$ cat src/rtl/nibble_pkg.sv
// nibble_pkg: shared types and constants for the nibble pair loader
package nibble_pkg;
  localparam int NIB_W = 4;
  localparam int PAIR_W = 2 * NIB_W;
  localparam int DEPTH_DEFAULT = 4;
  typedef enum logic {PH_A, PH_B} phase_t;
  typedef struct packed {
    logic [NIB_W-1:0] a;
    logic [NIB_W-1:0] b;
  } pair_t;
endpackage

$ cat src/rtl/nibble_pair_loader_sync_fifo.sv
// sync_fifo: first-word-fallthrough FIFO; full and empty are told apart by count
module sync_fifo #(
  parameter int WIDTH = 8,
  parameter int DEPTH = 4
) (
  input  logic                       clk,
  input  logic                       reset,
  input  logic                       push,
  input  logic [WIDTH-1:0]           push_data,
  input  logic                       pop,
  output logic [WIDTH-1:0]           pop_data,
  output logic [$clog2(DEPTH):0]     count,
  output logic                       full,
  output logic                       empty
);
  localparam int AW = $clog2(DEPTH);
  localparam int CW = AW + 1;
  logic [WIDTH-1:0] mem [DEPTH];
  logic [AW-1:0] wr_ptr, rd_ptr;
  logic do_push, do_pop;
  assign full = count == CW'(DEPTH);
  assign empty = count == '0;
  assign do_push = push & !full;
  assign do_pop = pop & !empty;
  assign pop_data = mem[rd_ptr];
  // pointers wrap naturally because DEPTH is a power of two
  always_ff @(posedge clk or posedge reset) begin
    if (reset) begin
      wr_ptr <= '0;
      rd_ptr <= '0;
      count <= '0;
    end else begin
      if (do_push) wr_ptr <= wr_ptr + 1'b1;
      if (do_pop) rd_ptr <= rd_ptr + 1'b1;
      count <= count + CW'(do_push) - CW'(do_pop);
    end
  end
  // storage is left unreset; stale words are masked by count
  always_ff @(posedge clk) begin
    if (do_push) mem[wr_ptr] <= push_data;
  end
endmodule

$ cat src/rtl/nibble_pair_loader.sv
// nibble_pair_loader: pairs consecutive nibbles as {A,B} and buffers the pairs for the adder
module nibble_pair_loader #(
  parameter int NIB_W = 4,
  parameter int DEPTH = 4
) (
  input  logic                   clk,
  input  logic                   reset,
  input  logic                   in_valid,
  output logic                   in_ready,
  input  logic [NIB_W-1:0]       in_nib,
  input  logic                   clear_half,
  output logic                   out_valid,
  input  logic                   out_ready,
  output logic [2*NIB_W-1:0]     out_pair,
  output logic [$clog2(DEPTH):0] count,
  output logic                   half_pending
);
  import nibble_pkg::*;
  phase_t phase;
  logic [NIB_W-1:0] hold;
  logic [2*NIB_W-1:0] pop_data;
  logic full, empty, accept, push, pop;
  assign in_ready = !clear_half & (phase == PH_A | !full);
  assign accept = in_valid & in_ready;
  assign push = accept & (phase == PH_B);
  assign pop = out_valid & out_ready;
  assign out_valid = !empty;
  assign out_pair = empty ? '0 : pop_data;
  assign half_pending = phase == PH_B;
  // pairing FSM: A is parked in hold until its B arrives; clear_half drops it
  always_ff @(posedge clk or posedge reset) begin
    if (reset) begin
      phase <= PH_A;
      hold <= '0;
    end else if (clear_half) begin
      phase <= PH_A;
      hold <= '0;
    end else if (accept) begin
      phase <= phase == PH_A ? PH_B : PH_A;
      if (phase == PH_A) hold <= in_nib;
    end
  end
  sync_fifo #(.WIDTH(2 * NIB_W), .DEPTH(DEPTH)) u_fifo (
    .clk       (clk),
    .reset     (reset),
    .push      (push),
    .push_data ({hold, in_nib}),
    .pop       (pop),
    .pop_data  (pop_data),
    .count     (count),
    .full      (full),
    .empty     (empty)
  );
endmodule

$ cat config.mk
export PLATFORM = sky130hd
export DESIGN_NAME = nibble_pair_loader
export DESIGN_NICKNAME = d
export VERILOG_FILES = /design/src/rtl/nibble_pkg.sv /design/src/rtl/nibble_pair_loader_sync_fifo.sv /design/src/rtl/nibble_pair_loader.sv
export SDC_FILE = /design/constraint.sdc
export NUM_CORES = 1
export LEC_CHECK = 0
export ABC_AREA = 1
export CAP_MARGIN = 20
export CORE_UTILIZATION = 45
export CTS_CLUSTER_SIZE = 24
export DETAILED_ROUTE_END_ITERATION = 16
export PLACE_DENSITY = 0.74
export SYNTH_ARGS = -nofsm -noshare
export SYNTH_HDL_FRONTEND = slang
export SYNTH_SLANG_ARGS = --single-unit
$ cat constraint.sdc
create_clock -name clk -period 2.1 [get_ports clk]
set_input_delay 0.315 -clock clk [delete_from_list [all_inputs] [get_ports clk]]
set_output_delay 0.315 -clock clk [all_outputs]
set_load 0.01 [all_outputs]
# After elaboration in Yosys (flattened, before gate mapping)
# Memory sizes are Yosys's and may differ from the RTL's.
# Index checks and enable logic that the tools add are counted.
[word_totals]
reg_bits = 12
latchBits = 0
ram_bits = 32
rom_bits = 0
mem_count = 1
[mem_list]
columns = ["memory", "words", "word_bits", "read_ports", "rd_ports_with_merged_regs", "wr", "line", "source"]
rows = [
  ["u_fifo.mem", 4, 8, 1, 0, 1, "nibble_pair_loader_sync_fifo.sv:18", "logic [WIDTH-1:0] mem [DEPTH];"],
]
[classes]
addsub = 4
mul = 0
div = 0
n_lt_le_gt_ge = 0
n_eq_ne = 2
shift = 0
n_mux = 9
bitwise = 8
reduce_logical = 6
[op_table]
columns = ["cell", "count"]
rows = [
  ["$mux W4", 3],
  ["$mux W8", 1],
  ["$and A1 B1 Y1", 6],
  ["$mux W1", 5],
  ["$add A2 B1 Y2 const B", 2],
  ["$add A3 B1 Y3", 1],
  ["$eq A3 B3 Y1 const B", 1],
  ["$logic_not A1 Y1", 3],
  ["$logic_not A3 Y1", 1],
  ["$sub A3 B1 Y3", 1],
  ["$ne A2 B2 Y1 const B", 1],
  ["$reduce_and A2 Y1", 1],
  ["$reduce_bool A2 Y1", 1],
  ["$not A1 Y1", 1],
  ["$or A1 B1 Y1", 1],
]

# Longest topological paths before layout
# Gate-level depths: netlist of run 1.
[logic_depth]
word_depth = 9
ltp_mapped = 10
ltp_nobuf = 10

# By module
# From an unflattened synthesis of run 1, not the netlist that was laid out.
[hier_totals]
cells_unflattened = 208
area_unflattened_um2 = 2037.0
[modules_own_cells]
columns = ["module", "instances", "cells_each", "area_per_inst_um2", "seq_area_each_um2"]
rows = [
  ["sync_fifo", 1, 160, 1729.2, 1136.1],
  ["nibble_pair_loader", 1, 48, 307.8, 125.1],
]

# Worst setup path after synthesis of run 1
# No wires, ideal clock.
[synth_timing]
path_kind = "reg2reg"
start = "register u_fifo.count[1]"
end = "register u_fifo.count[2]"
setup_time_ns = 0.122
t_arrival_ns = 1.894
required_ns = 1.978
setup_slack_ns = 0.085
path_stages_with_launch = 11
path_buffers = 0
period_less_slack_ns = 2.015
cell_sequence = "dfrtp_1 -> inv_1 -> nand3_1 -> nand2_1 -> inv_1 -> ha_1 -> inv_1 -> ha_1 -> inv_1 -> fa_1 -> xor2_1"
[synth_via]
word_cells_on_any_way = 13
cone_classes = "2 x add/sub; 1 x eq/ne; 7 x bitwise; 3 x reduce/logical"
[synth_lines]
columns = ["element", "line", "source"]
rows = [
  ["from (decl)", "nibble_pair_loader_sync_fifo.sv:12", "output logic [$clog2(DEPTH):0] count,"],
  ["from (signal assigned)", "nibble_pair_loader_sync_fifo.sv:35", "count <= count + CW'(do_push) - CW'(do_pop);"],
  ["$logic_not A3 Y1 (*)", "nibble_pair_loader_sync_fifo.sv:22", "assign empty = count == '0;"],
  ["$logic_not A1 Y1 (*)", "nibble_pair_loader.sv:27", "assign out_valid = !empty;"],
  ["net out_valid", "nibble_pair_loader.sv:12", "output logic out_valid,"],
  ["$and A1 B1 Y1", "nibble_pair_loader.sv:26", "assign pop = out_valid & out_ready;"],
  ["$and A1 B1 Y1 (*)", "nibble_pair_loader_sync_fifo.sv:24", "assign do_pop = pop & !empty;"],
  ["net u_fifo.do_pop", "nibble_pair_loader_sync_fifo.sv:20", "logic do_push, do_pop;"],
  ["$sub A3 B1 Y3 (*)", "nibble_pair_loader_sync_fifo.sv:35", ""],
]
# The timed path passes the listed nets; every way through them passes the cells marked *.
# A chain may end at the register's enable or synchronous reset.

# Final worst setup path of run 1
[layout_timing]
start = "register u_fifo.rd_ptr[0]"
end = "output out_pair[3]"
[layout_via]
elab_chain_len = 2
[layout_rtl]
columns = ["element", "line", "source"]
rows = [
  ["from (decl)", "nibble_pair_loader_sync_fifo.sv:19", "logic [AW-1:0] wr_ptr, rd_ptr;"],
  ["from (signal assigned)", "nibble_pair_loader_sync_fifo.sv:34", "if (do_pop) rd_ptr <= rd_ptr + 1'b1;"],
  ["$mem_v2 Z4 W8", "n/a", ""],
  ["$mux W8", "nibble_pair_loader.sv:28", "assign out_pair = empty ? '0 : pop_data;"],
  ["to (decl)", "nibble_pair_loader.sv:14", "output logic [2*NIB_W-1:0] out_pair,"],
]
# Every way passes these cells.

==> results of run 1 <==
layout make-up:
class | count | area share, %
sequential | 44 | 50.0
multi-input combinational | 102 | 21.3
timing repair buffer | 37 | 13.9
inverter | 57 | 8.58
clock buffer | 6 | 3.27
tap | 52 | 2.58
clock inverter | 2 | 0.397
state kept, by name (all words and copies together), names as in the netlist:
| signal | cells |
|---|---|
| u_fifo.mem | 32 |
| hold | 4 |
| u_fifo.count | 3 |
| u_fifo.rd_ptr | 2 |
| u_fifo.wr_ptr | 2 |
| half_pending | 1 |
layout by cell type (no fill, tap or decap), drive strengths merged:
cell,count
inv,56
nand2,45
edfxtp,32
nand3,25
clkdlybuf4s50,15
buf,15
dfrtp,12
a21oi,9
dlymetal6s2s,7
o21ai,6
nor2,6
ha,6
clkbuf,6
clkinv,3
nand4,2
xor2,1
xnor2,1
fa,1
path summary, 6_finish.rpt:
check	depth (start not counted)	endpoint	startpoint	slack [ns]
worst max-delay path	5	out_pair[3]	u_fifo.rd_ptr[0]	0.06
worst min-delay path	2	u_fifo.count[0]	reset	0.33
worst max register to register	10	u_fifo.count[2]	u_fifo.count[0]	0.18
worst min register to register	0	u_fifo.mem[1][6]	hold[2]	0.53
max in group asynchronous	2	hold[2]	reset	1.43
min in group clk	0	u_fifo.mem[1][6]	hold[2]	0.53
what timing repair did:
item                                    in CTS  in global routing
endpoints found under the setup margin       8                 10
gates resized for setup                      2                  9
endpoints found under the hold margin        0                  0
pin swaps                                    0                  0
hold buffers                                 0                  0
kinds of logic after synthesis:
group                    synth area share, %
AO/OA/AOI/OAI                           3.86
XOR/XNOR                               0.857
adder cells (fa/ha/maj)                 4.65
buffers and inverters                   12.4
flip-flops                              61.7
AND/OR/NAND/NOR                         16.5
stage by stage:
step           total power, mW  setup WS [ns]
3_5_place_dp              2.37         0.0701
6_report                  2.84         0.0578
3_3_place_gp              2.33         0.0831
5_1_grt                   3.04        0.00308
4_1_cts                   2.89        0.00849
2_1_floorplan             1.85         0.0847
where the power goes:
part           internal [mW]  switching, mW  total, mW
Clock                  0.262          0.258      0.520
Combinational          0.559          0.654       1.21
Sequential              1.03         0.0734       1.11
layer usage:
layer / vias to the layer above / track usage, % / wire length, um
li1: 725 / - / -
met1: 634 / 17.7 / 1440
met2: 33 / 29.6 / 1860
met3: 7 / 4.22 / 177
met4: 0 / 7.03 / 65
met5: - / 0 / 0
==> flow_summary_export.csv, run 1 <==
group,metric,value,unit
status,status,"finished clean",
critical_path,cpPeakStageDelay,0.54,ns
floorplan,initial_core_util,46.9,%
floorplan,io-pin-count,23,
final_layout,fillers,367,
synthesis,synth_edf_count,32,
flow_run,maxCapViolCount,0,
power,peakVddDrop,0.000473,V
final_layout,fin_area,2520,um^2
critical_path,slowest_stage,"clkdlybuf4s50_1",
clocking,cts_tree,"built",
final_layout,nets,263,
final_layout,drive_gt1_share,12.5,%
sta,max-slew-margin-rel,67.6,%
critical_path,required,1.78,ns
clocking,clk_latency,0.29,ns
floorplan,coreArea,4350,um^2
synthesis,yosys.area.top_type,"edfxtp_1",
critical_path,startpoint_type,"register",
final_layout,fin_cells,300,
synthesis,synth_area_per_cell,9.87,um^2
drt,drc,0,
critical_path,cp_max_fo,10,
drt,vias_per_cell,4.66,
sta,rsz0062_at_grt,"false",
global_route,grt_pass1_vias,1341,
sta,fin_crit_sh,97.2,%
final_layout,multi_input_area,538,um^2
synthesis,yosysMostFrequentCell,"inv_1",
critical_path,critPathKind,"register to primary output",
power,leakage,1.27,nW
synthesis,synth_fp_nets,223,
hold_path,holdCritPathClass,"input port to asynchronous set/reset pin",
critical_path,worstPathArrival,1.73,ns
placed_design,gp_congestion,0.735,
clocking,clk_transition_reported_paths,0.08,ns
sta,hold-worst-slack,0.332,ns
placed_design,place.port_buffers,22,
sta,finalMaxSlewViolations,0,
global_route,grt_max_degree,18,
clocking,clock-root-buffer,"clkbuf_8",
placed_design,placed_cells,292,
drt,drtIter0Drc,12,
global_route,track_usage,16.3,%
clocking,htreeDepth,2,
critical_path,critPathBufInv,2,
final_layout,fin_util,58.0,%
drt,vias,1399,
floorplan,dieArea,4810,um^2
critical_path,cp_cell_sequence,"buf_4 -> nand2_1 -> nand3_1 -> a21oi_1 -> clkdlybuf4s50_1",
sta,finalSetupViolCount,0,
drt,totalWireLength,3.54,mm
clocking,cts_sinks,44,
sta,fmax,490,MHz
sta,hold_viol_final,0,
synthesis,synthDominantCellAreaShare,47.0,%
placed_design,dp_hpwl,2.60,mm
sta,clock_skew,0.00635,ns
floorplan,row_count,24,
floorplan,dieWidth,69.4,um
drt,routedWlPerCell,11.8,um
synthesis,synth.ff_latch_count,44,
critical_path,cp_top_family,"buffers and inverters",
sta,tns,0,ns
clocking,clk_path_buf_depth,2,
sta,fin_crit,2.04,ns
power,p_per_area,1130,nW/um^2
clocking,numCtsBuffers,5,
final_layout,layout.area.seq,1260,um^2
synthesis,synth_flop_cell,"edfxtp_1",
synthesis,syn_area,2040,um^2
synthesis,yosys-top-cells-area,"edfxtp_1 (47%), dfrtp_1 (15%), inv_1 (10%)",
global_route,overflow,0,
final_layout,n_antenna_cell,0,
synthesis,synthArstFlopShare,27.3,%
final_layout,synthToLayoutAreaGrowth,23.5,%
drt,ant_nets,0,
synthesis,yosys_warnings,0,
synthesis,yosysSeqAreaShare,61.7,%
global_route,grt_pass1_wl,5.92,mm
global_route,antenna_found_initial,0,
synthesis,synth_cells,207,
placed_design,postPlaceCellArea,2400,um^2
drt,drtPass1Iterations,4,
floorplan,die_h,69.4,um
critical_path,cp-end-kind,"primary output",
synthesis,ys_top_cells_by_count,"inv_1 (55), nand2_1 (44), edfxtp_1 (32)",
sta,worst_pin_slew,0.485,ns
clocking,cts_setup_buffers,0,
synthesis,synthDistinctLibCells,21,
Note: power is estimated with default switching activity, not from simulation.
==> run 2, diff against run 1 <==
==> constraint.sdc (replaced) <==
create_clock -name clk -period 2.29 [get_ports clk]
set_input_delay 0.3435 -clock clk [delete_from_list [all_inputs] [get_ports clk]]
set_output_delay 0.3435 -clock clk [all_outputs]
set_load 0.01 [all_outputs]
==> flow_summary_export.csv, run 2 (synthesis gave the netlist of run 1 again) <==
group,metric,value,unit
final_layout,final_cell_mix,"inv_1 (54), nand2_1 (44), edfxtp_1 (32), nand3_1 (23), clkdlybuf4s50_1 (22)",
critical_path,required,1.95,ns
power,switching_power,909,uW
critical_path,worstReg2RegEnd,"u_fifo.count[2]",
global_route,antenna_found_initial,0,
clocking,cts_tree,"built",
final_layout,regMostFlops,"u_fifo.mem",
status,status,"finished clean",
power,p_per_area,1080,nW/um^2
power,peakVddDrop,0.000405,V
sta,fin_crit_sh,93.9,%
clocking,clk_transition_reported_paths,0.08,ns
final_layout,final_common_cell,"inv_1",
sta,rsz0062_at_grt,"false",
critical_path,r2r_cells,10,
floorplan,die_h,69.4,um
drt,routedWlPerCell,12.0,um
power,pwr-share-comb,40.6,%
sta,fin_crit,2.15,ns
clocking,clk_latency,0.29,ns
drt,drtIter0Drc,30,
drt,drtPass1Iterations,4,
final_layout,largest_reg_flops,32,
placed_design,placed_cells,288,
final_layout,nets,259,
final_layout,drive_gt1_share,9.84,%
sta,finalMaxSlewViolations,0,
power,internal_power,1.78,mW
final_layout,fin_cells,296,
floorplan,row_count,24,
drt,drc,0,
drt,ant_nets,0,
critical_path,critPathKind,"register to primary output",
global_route,grt_pass1_wl,6.07,mm
floorplan,initial_core_util,46.9,%
final_layout,reg.largest.list,"u_fifo.mem (32), hold (4), u_fifo.count (3)",
sta,hold_viol_final,0,
power,p_sw_share,33.8,%
clocking,ctsHoldBuffers,0,
hold_path,holdCritPathClass,"input port to asynchronous set/reset pin",
clocking,cts_sinks,44,
clocking,clock-root-buffer,"clkbuf_8",
clocking,clk_path_buf_depth,2,
placed_design,gp_congestion,0.755,
critical_path,worstPathArrival,1.81,ns
global_route,overflow,0,
placed_design,postPlaceCellArea,2370,um^2
sta,finalSetupViolCount,0,
final_layout,synthToLayoutAreaGrowth,21.9,%
power,pwr-share-seq,37.9,%
clocking,cts_setup_buffers,0,
final_layout,n_antenna_cell,0,
drt,totalWireLength,3.55,mm
floorplan,dieArea,4810,um^2
clocking,numCtsBuffers,5,
sta,max-slew-margin-rel,67.7,%
critical_path,cp_max_fo,18,
flow_run,maxCapViolCount,0,
global_route,grt_max_degree,19,
global_route,grt_pass1_vias,1298,
drt,vias,1389,
sta,clock_skew,0.00327,ns
sta,tns,0,ns
drt,vias_per_cell,4.69,
floorplan,io-pin-count,23,
power,pwr-share-clk,21.5,%
clocking,htreeDepth,2,
critical_path,cp-end-kind,"primary output",
floorplan,dieWidth,69.4,um
floorplan,coreArea,4350,um^2
sta,worst_pin_slew,0.483,ns
placed_design,dp_hpwl,2.54,mm
critical_path,rrSetupSlack,0.29,ns
placed_design,place.port_buffers,22,
critical_path,r2r_start,"u_fifo.count[1]",
power,leakage,1.18,nW
sta,fmax,465,MHz
critical_path,startpoint_type,"register",
global_route,track_usage,16.7,%
final_layout,fin_area,2490,um^2
[run 2: changes by cell type in the layout (fill, tap and decap cells not counted), moves of 2 or more]
cell	change
clkinv_2	-2
dlymetal6s2s_1	-7
buf_4	-4
clkdlybuf4s50_1	+7
[run 2: layer usage]
metal  part of all wire (%)  global-route usage, %
met1                     44                   19.2
met3                    3.4                   4.65
met5                      0                      0
met2                     50                   28.9
met4                    1.8                   7.26
[run 2: what timing repair did]
item                                    4_1_cts  5_1_grt
endpoints found under the setup margin        0        8
endpoints found under the hold margin         0        0
resized for setup                             0        2
[run 2: stage by stage]
stage	util [%]	setup WS (ns)	total power [mW]	hold WS [ns]
floorplan	-	0.275	1.70	0.208
global placement	54.5	0.214	2.11	0.504
detailed placement	54.5	0.171	2.13	0.502
CTS	57.1	0.0251	2.70	0.375
global route	57.2	0.0468	2.87	0.412
finish	57.2	0.139	2.69	0.362
[run 2: cell type report]
cell class | count | area (um^2)
Sequential cell | 44 | 1260
Timing Repair Buffer | 33 | 303
Tap cell | 52 | 65.1
Inverter | 57 | 216
Clock inverter | 3 | 42.5
Fill cell | 370 | 1860
Multi-Input combinational cell | 102 | 533
Clock buffer | 5 | 68.8
[run 2: power groups by stage]
stage / clock network, mW / logic [mW] / registers, mW
2_1_floorplan: 0 / 0.664 / 1.03
3_3_place_gp: 0 / 1.08 / 1.03
3_5_place_dp: 0 / 1.10 / 1.04
4_1_cts: 0.585 / 1.10 / 1.02
5_1_grt: 0.620 / 1.22 / 1.03
6_report: 0.579 / 1.09 / 1.02
[run 2: how the worst max path moves through the flow]
stage,slack (ns),startpoint,end,cells past startpoint
floorplan,0.27,u_fifo.count[1],u_fifo.count[2],10
global placement,0.21,out_ready,u_fifo.count[2],9
detailed placement,0.17,out_ready,u_fifo.count[2],9
CTS,0.03,u_fifo.count[1],out_pair[7],5
global route,0.05,u_fifo.rd_ptr[0],out_pair[2],5
finish,0.14,u_fifo.rd_ptr[0],out_pair[2],5
[run 2: critical path: stages (launching register included)]
cell and delay [ns]:
dfrtp_1 0.41, buf_4 0.21, nand2_1 0.09, nand3_1 0.07, a21oi_1 0.18, clkdlybuf4s50_1 0.55
==> run 3, diff against run 2 <==
--- a/config.mk
+++ b/config.mk
@@ -7,6 +7,7 @@
 export LEC_CHECK = 0
 export ABC_AREA = 1
 export CAP_MARGIN = 20
+export CORE_MARGIN = 2
 export CORE_UTILIZATION = 45
 export CTS_CLUSTER_SIZE = 24
 export DETAILED_ROUTE_END_ITERATION = 16
==> flow_summary_export.csv, run 3 (synthesis gave the netlist of run 1 again) <==
group,metric,value,unit
status,status,"finished clean",
sta,max-slew-margin-rel,66.0,%
final_layout,regMostFlops,"u_fifo.mem",
final_layout,n_antenna_cell,0,
sta,finalSetupViolCount,0,
clocking,clk_path_buf_depth,2,
critical_path,startpoint_type,"register",
power,peakVddDrop,0.000502,V
sta,worst_pin_slew,0.509,ns
drt,ant_nets,0,
placed_design,gp_congestion,0.768,
power,p_per_area,1060,nW/um^2
critical_path,cp-end-kind,"primary output",
hold_path,holdCritPathClass,"input port to asynchronous set/reset pin",
final_layout,final_common_cell,"inv_1",
floorplan,dieWidth,71.4,um
sta,fmax,460,MHz
clocking,cts_tree,"built",
critical_path,critPathLaunch,"u_fifo.count[1]",
clocking,numCtsBuffers,5,
global_route,grt_pass1_vias,1388,
final_layout,largest_reg_flops,32,
critical_path,critPathBufInv,3,
critical_path,required,1.95,ns
flow_run,maxCapViolCount,0,
critical_path,slowest_stage,"clkdlybuf4s50_1",
floorplan,initial_core_util,46.9,%
floorplan,die_h,71.4,um
drt,drtPass1Iterations,4,
critical_path,critPathKind,"register to primary output",
clocking,clock-root-buffer,"clkbuf_8",
critical_path,cp_top_family,"buffers and inverters",
critical_path,r2r_start,"u_fifo.count[1]",
sta,fin_crit_sh,95.0,%
floorplan,coreArea,4350,um^2
sta,finalMaxSlewViolations,0,
placed_design,dp_hpwl,2.67,mm
drt,drc,0,
placed_design,placed_cells,286,
final_layout,final_cell_mix,"inv_1 (54), nand2_1 (44), edfxtp_1 (32), nand3_1 (24), clkdlybuf4s50_1 (22)",
drt,routedWlPerCell,12.6,um
floorplan,dieArea,5100,um^2
clocking,cts_sinks,44,
placed_design,place.port_buffers,22,
final_layout,fin_cells,294,
floorplan,io-pin-count,23,
global_route,track_usage,16.1,%
sta,fin_crit,2.18,ns
drt,vias_per_cell,4.79,
final_layout,reg.largest.list,"u_fifo.mem (32), hold (4), u_fifo.count (3)",
critical_path,cp_max_fo,8,
global_route,overflow,0,
clocking,clk_latency,0.30,ns
sta,rsz0062_at_grt,"false",
drt,totalWireLength,3.72,mm
critical_path,cp_cell_sequence,"inv_1 -> nand3_1 -> inv_2 -> a21oi_1 -> clkdlybuf4s50_1",
floorplan,row_count,24,
drt,drtIter0Drc,36,
clocking,ctsHoldBuffers,0,
global_route,antenna_found_initial,0,
critical_path,worstPathArrival,1.83,ns
power,leakage,1.16,nW
drt,vias,1409,
final_layout,synthToLayoutAreaGrowth,19.8,%
global_route,grt_pass1_wl,6.09,mm
sta,tns,0,ns
sta,clock_skew,0.00384,ns
clocking,clk_transition_reported_paths,0.08,ns
critical_path,cpPeakStageDelay,0.56,ns
clocking,htreeDepth,2,
final_layout,nets,257,
final_layout,drive_gt1_share,9.50,%
global_route,grt_max_degree,18,
sta,hold_viol_final,0,
[run 3: cell types whose count changed in the layout (fill, tap and decap cells not counted)]
cell and delta:
buf_4 -2, bufinv_16 -1, clkinv_1 -1, clkinv_2 +2, dfrtp_1 -1, dfrtp_2 +1
nand3_1 +1, nand3_2 -1
[run 3: final timing paths]
path                       slack (ns)          endpoint  cells past startpoint
hold reg to reg                  0.53  u_fifo.mem[2][7]                      0
setup reg to reg                 0.19   u_fifo.count[2]                     10
max in group asynchronous        1.55   u_fifo.count[1]                      2
hold / removal                   0.37   u_fifo.count[0]                      2
min in group clk                 0.53  u_fifo.mem[2][7]                      0
setup / recovery                 0.11       out_pair[0]                      5
[run 3: layout make-up]
type	count	area, um^2
fillers	352	1910
repair buffers	31	288
clock buffers	5	68.8
inverters	57	216
multi-input cells	102	528
clock inverters	3	18.8
flip-flops and latches	44	1260
well taps	52	65.1
[run 3: power breakdown]
| part | total (mW) | internal [mW] | switching [mW] |
|---|---|---|---|
| Sequential | 1.02 | 0.950 | 0.0737 |
| Clock | 0.462 | 0.212 | 0.250 |
| Combinational | 1.11 | 0.515 | 0.592 |
[run 3: metrics by stage]
| step | total power, mW | utilization [%] | hold WS, ns | instance area [um^2] | worst slack, ns |
|---|---|---|---|---|---|
| global placement | 2.12 | 54.2 | 0.503 | 2360 | 0.224 |
| finish | 2.59 | 56.2 | 0.370 | 2450 | 0.114 |
| CTS | 2.62 | 56.2 | 0.391 | 2450 | 0.0670 |
| floorplan | 1.70 | - | 0.208 | 2040 | 0.275 |
| detailed placement | 2.15 | 54.2 | 0.507 | 2360 | 0.163 |
| global route | 2.77 | 56.2 | 0.405 | 2450 | 0.0343 |
[run 3: layer usage]
metal	global-route usage (%)	wire length [um]	up-vias
met5	0	0	-
met4	8.18	114	0
met3	3.80	150	12
met2	29.6	1940	27
met1	17.0	1510	660
li1	-	-	710
[run 3: timing repair]
action / 4_1_cts / 5_1_grt
setup endpoints to repair: 2 / 1
buffers inserted: 0 / 0
gates resized for setup: 1 / 1
